==> src/rtl/bloom_query_engine.sv <==
// Bloom-filter insert/query engine: two fixed hashes into a 64-bit filter,
// valid/ready request and response channels, and a sequenced word-wise clear.
module bloom_query_engine #(
    parameter int DATA_W = 8,
    parameter int M_LOG2 = 6,
    parameter int CNT_W  = 16
) (
    input  logic              clk,
    input  logic              reset,
    input  logic              clr,
    input  logic              req_valid,
    output logic              req_ready,
    input  logic              req_op,
    input  logic [DATA_W-1:0] req_data,
    output logic              rsp_valid,
    input  logic              rsp_ready,
    output logic              rsp_hit,
    output logic              rsp_new,
    output logic [CNT_W-1:0]  distinct_count,
    output logic              busy
);
    localparam int M      = 1 << M_LOG2;
    localparam int WORDS  = M / 8;
    localparam int WIDX_W = $clog2(WORDS);
    localparam logic [WIDX_W-1:0] LAST_W = WIDX_W'(WORDS - 1);

    typedef enum logic [1:0] {IDLE, LOOKUP, RESP, CLEAR} state_t;

    state_t                   state, state_nxt;
    logic [WORDS-1:0][7:0]    filter;
    logic [M-1:0]             filter_flat;
    logic [M-1:0]             set_mask;
    logic [M_LOG2-1:0]        h0, h1, h0_in, h1_in;
    logic [7:0]               mixed;
    logic                     op;
    logic                     clr_pending;
    logic                     pre_hit;
    logic [WIDX_W-1:0]        widx;

    // h1 mixes the key by rotate-left-3 then XOR with a constant
    assign mixed       = {req_data[4:0], req_data[7:5]} ^ 8'hA5;
    assign h0_in       = req_data[M_LOG2-1:0];
    assign h1_in       = mixed[M_LOG2-1:0];
    assign filter_flat = filter;
    assign pre_hit     = filter_flat[h0] & filter_flat[h1];
    assign set_mask    = (M'(1) << h0) | (M'(1) << h1);
    assign busy        = (state != IDLE);

    always_comb begin
        state_nxt = state;
        req_ready = 1'b0;
        case (state)
            IDLE: begin
                req_ready = !clr && !clr_pending;
                if (clr || clr_pending) state_nxt = CLEAR;
                else if (req_valid)     state_nxt = LOOKUP;
            end
            LOOKUP:  state_nxt = RESP;
            RESP:    if (rsp_ready) state_nxt = IDLE;
            CLEAR:   if (widx == LAST_W) state_nxt = IDLE;
            default: state_nxt = IDLE;
        endcase
    end

    always_ff @(posedge clk or posedge reset) begin
        if (reset) begin
            state          <= IDLE;
            filter         <= '0;
            distinct_count <= '0;
            clr_pending    <= 1'b0;
            widx           <= '0;
            op             <= 1'b0;
            h0             <= '0;
            h1             <= '0;
            rsp_valid      <= 1'b0;
            rsp_hit        <= 1'b0;
            rsp_new        <= 1'b0;
        end else begin
            state <= state_nxt;
            // a clear requested while busy is remembered and run once back in IDLE
            if (clr && state != IDLE) clr_pending <= 1'b1;
            case (state)
                IDLE: begin
                    if (clr || clr_pending) begin
                        widx        <= '0;
                        clr_pending <= 1'b0;
                    end else if (req_valid) begin
                        op <= req_op;
                        h0 <= h0_in;
                        h1 <= h1_in;
                    end
                end
                LOOKUP: begin
                    rsp_valid <= 1'b1;
                    rsp_hit   <= pre_hit;
                    rsp_new   <= op && !pre_hit;
                    if (op) begin
                        filter <= filter_flat | set_mask;
                        if (!pre_hit && !(&distinct_count))
                            distinct_count <= distinct_count + 1'b1;
                    end
                end
                RESP: begin
                    if (rsp_ready) rsp_valid <= 1'b0;
                end
                CLEAR: begin
                    filter[widx] <= 8'h00;
                    widx         <= widx + 1'b1;
                    if (widx == LAST_W) distinct_count <= '0;
                end
                default: ;
            endcase
        end
    end
endmodule

==> config.mk <==
export PLATFORM = sky130hd
export DESIGN_NAME = bloom_query_engine
export DESIGN_NICKNAME = d
export VERILOG_FILES = /design/src/rtl/bloom_query_engine.sv
export SDC_FILE = /design/constraint.sdc
export NUM_CORES = 1
export LEC_CHECK = 0
export CORE_ASPECT_RATIO = 1.25
export CORE_MARGIN = 4
export CORE_UTILIZATION = 50
export CTS_CLUSTER_DIAMETER = 40
export DETAILED_ROUTE_END_ITERATION = 8
export GPL_ROUTABILITY_DRIVEN = 1
export HOLD_SLACK_MARGIN = 0.15
export PLACE_DENSITY = 0.73
export RECOVER_POWER = 100
export REMOVE_ABC_BUFFERS = 1
export SYNTH_ARGS = -nofsm -noshare
export SYNTH_HDL_FRONTEND = slang
export SYNTH_SLANG_ARGS = --single-unit
==> constraint.sdc <==
create_clock -name clk -period 9 [get_ports clk]
set_input_delay 2.7 -clock clk [delete_from_list [all_inputs] [get_ports clk]]
set_output_delay 2.7 -clock clk [all_outputs]
set_load 0.02 [all_outputs]
==> results_dict.tcl <==
set metrics [dict create \
    whs_path_depth 2 \
    max-slew-margin-rel_pct -102 \
    holdPathEnd "rsp_hit" \
    start_util_pct 51.1 \
    ys_warn_count 0 \
    cts_tree "yes" \
    hold_path_class "reg2reg" \
    yosys.area_share.simple_pct 14.4 \
    grt_pass1_vias 5429 \
    clkLatencyLatePin_ns 0.35 \
    dominantRegCellSynth "dfrtp_1" \
    synth.area.top_cells "dfrtp_1 42%, mux2i_1 8.1%, a22o_1 7.2%, o22ai_1 5.9%, nand2_1 4.8%" \
    crit_slowest_cell "dlygate4sd3_1" \
    r2r_slack_ns 3.88 \
    period_share_pct 78.9 \
    post_cts_buffers 0 \
    outcome "finished with violations" \
    routabilityCongestion 1.01 \
    ff2ff_path_depth 8 \
    place_ws_ns 2.06 \
    leakage_nw 2.72 \
    post_drt_wl_per_cell_um 23.3 \
    critical-path-max-stage-delay_ns 0.75 \
    diodes 0 \
    synth_area_sq_mm 0.00597 \
    grt_pass1_wl_um 29000 \
    synth_top_family_by_area "compound AO/OA/AOI/OAI gates" \
    clkTransAtPathRegs_ns 0.07 \
    synth_xor_xnor_area_share_pct 0 \
    synthAdderAreaFrac_pct 0.629 \
    worstPathArrival_ns 4.40 \
    timing.rr.start "h0[1]" \
    placed_area_sq_mm 0.00632 \
    rows 44 \
    drcViolationCount 7 \
    power_density_mw_per_mm2 272 \
    core-area_sq_mm 0.0117 \
    grt_usage_pct 26.8 \
    fin_skew_ns 0.00892 \
    io_buffers 34 \
    finalSetupTns_ns 0 \
    syn2layout_area_growth_pct 10.5 \
    clock-sinks 100 \
    crit_type "in2out" \
    worstPathRequired_ns 6.30 \
    fin_area_sq_mm 0.00660 \
    fmax_mhz 141 \
    drive_gt1_share_pct 5.21 \
    wirelength_um 18100 \
    synth-compound-area-share_pct 24.1 \
    yosysTopAreaCellShare_pct 41.9 \
    antenna_found_initial 0 \
    ant_nets 0 \
    rsz0062_at_grt "false" \
    ir_drop_mv 0.195 \
    slew_violations 145 \
    hpwlAfterDp_um 12100 \
    viasPerCell 7.09 \
    io_pins 35 \
    critPathMaxFanout 5 \
    numCtsBuffers 9 \
    setup_viol 0 \
    fin_crit_ns 7.10 \
    synth_cell_types 53 \
    reg2reg_to "distinct_count[14]" \
    hp-start "rsp_hit" \
    cts_root_buf "clkbuf_16" \
    cts_resized 0 \
    crit_top_cell "dlygate4sd3_1" \
    drtPass1Iterations 9 \
    num_vias 5491 \
    grt_max_degree 65 \
    muxShareOfSynthArea_pct 14.5 \
    tightestPinTransition_ns 3.03 \
    worstSetupEndpointType "primary output" \
    ctsHtreeMaxLevel 3 \
    syn_area_per_cell_sq_um 9.86 \
    yosysTopAreaCell "dfrtp_1" \
    critPathTopFamily "buffers and inverters" \
    critPathLaunchType "input port" \
    finalHoldViolCount 0 \
    dieWidth_um 106 \
    nNetsFinal 626 \
    synth-async-reset-ratio_pct 100 \
    path_cells "dlygate4sd3_1, nor3_1, dlygate4sd3_1" \
    nFillCells 1073 \
    hold_buffers 0 \
    ys_seq_area_share_pct 41.9 \
    violations "DRC, capacitance limit, slew limit" \
    synth_edf_count 0 \
    yosys_register_bits 100 \
    path_buf_inv 2 \
    clockBufferDepth 2 \
    dieArea_sq_mm 0.0138 \
    syn_inst 605 \
    die-height_um 130 \
    fin_ws_ns 1.90 \
    drt_iter0_drc 784 \
    grt-ovfl-total 0 \
    drv_cap 3 \
]
-- placed cells by master (no fill, tap or decap), types with 14 or more instances in the layout --
master	n
dfrtp_1	99
nand2_1	76
o22ai_1	56
a22o_1	49
mux2i_1	48
dlygate4sd3_1	24
nor2_1	21
o21ai_0	21
nand3_1	21
a21oi_1	18
a22oi_1	14
-- metrics by stage --
step / std cells / total power [W] / utilization [%] / hold slack (ns)
after floorplan: 561 / 0.00112 / - / 0.461
after global placement: 759 / 0.00137 / 54.2 / 0.476
after detailed placement: 759 / 0.00138 / 54.2 / 0.484
after CTS: 775 / 0.00176 / 56.7 / 0.515
after global routing: 775 / 0.00187 / 56.5 / 0.544
final: 775 / 0.00180 / 56.5 / 0.504
-- registers in the layout, summed over array words and instances, names as in the netlist --
name / count
filter: 64
distinct_count: 16
h0: 6
h1: 4
widx: 3
state: 2
clr_pending: 1
op: 1
rsp_hit: 1
rsp_new: 1
rsp_valid: 1
-- Yosys cell counts, types with 7 or more instances --
cell type,n
dfrtp_1,100
mux4_1,9
o22ai_1,56
a21oi_1,18
buf_2,10
inv_1,13
clkbuf_1,25
a22o_1,49
o211ai_1,7
nor2b_1,10
a31oi_1,9
nand2_1,76
nand2b_1,8
o21ai_0,21
nand3_1,21
nand4_1,9
a22oi_1,14
mux2i_1,48
nor2_1,21
a32o_1,7
-- where the power goes --
part	internal [W]	switching [W]	total (W)	leakage, nW
Clock	0.000195	0.000191	0.000386	0.140
Sequential	0.000514	0.000141	0.000655	1.36
Combinational	0.000259	0.000497	0.000756	1.22
Total	0.000967	0.000829	0.00180	2.72
-- final cells by class --
cell class | instances | area, sq um | share of cell area [%]
clock buffers | 9 | 225 | 3.41
clock inverters | 7 | 65.1 | 0.986
inverters | 13 | 50.0 | 0.759
multi-input cells | 448 | 3200 | 48.4
flip-flops and latches | 100 | 2500 | 38.0
well taps | 161 | 201 | 3.05
repair buffers | 37 | 355 | 5.39
-- worst register-to-register path: stages, from the launching register on --
cell,delay [ns]
dfrtp_2,0.35
clkbuf_1,2.01
nand2b_1,0.81
a21oi_1,0.31
a31oi_1,0.18
o211ai_1,0.18
and4_1,0.74
nor3_1,0.16
a211o_1,0.26
-- cells by family (layout without fill, tap and decap cells) --
| logic type | count (synthesis) | in the layout |
|---|---|---|
| AOI/OAI and AO/OA | 202 | 202 |
| adders and majority gates | 3 | 3 |
| buffers and inverters | 57 | 66 |
| DFF | 100 | 100 |
| muxes | 65 | 65 |
| and+or+nand+nor | 178 | 178 |
-- routing by layer --
metal / up-vias / GRT usage, % / wire, um
li1: 2374 / - / -
met1: 2659 / 34.8 / 6990
met2: 370 / 43.5 / 8570
met3: 88 / 5.44 / 1710
met4: 0 / 12.5 / 782
met5: - / 0 / 0
-- how the worst max path moves through the flow --
stage | slack, ns | endpoint | from | cells past startpoint
2_1_floorplan | 2.94 | req_ready | clr | 1
3_3_place_gp | 2.09 | req_ready | clr | 3
3_5_place_dp | 2.06 | req_ready | clr | 3
4_1_cts | 2.05 | req_ready | clr | 3
5_1_grt | 1.23 | filter[11] | reset | 3
6_report | 1.90 | req_ready | clr | 3
Power figures use the tool's default switching activity.
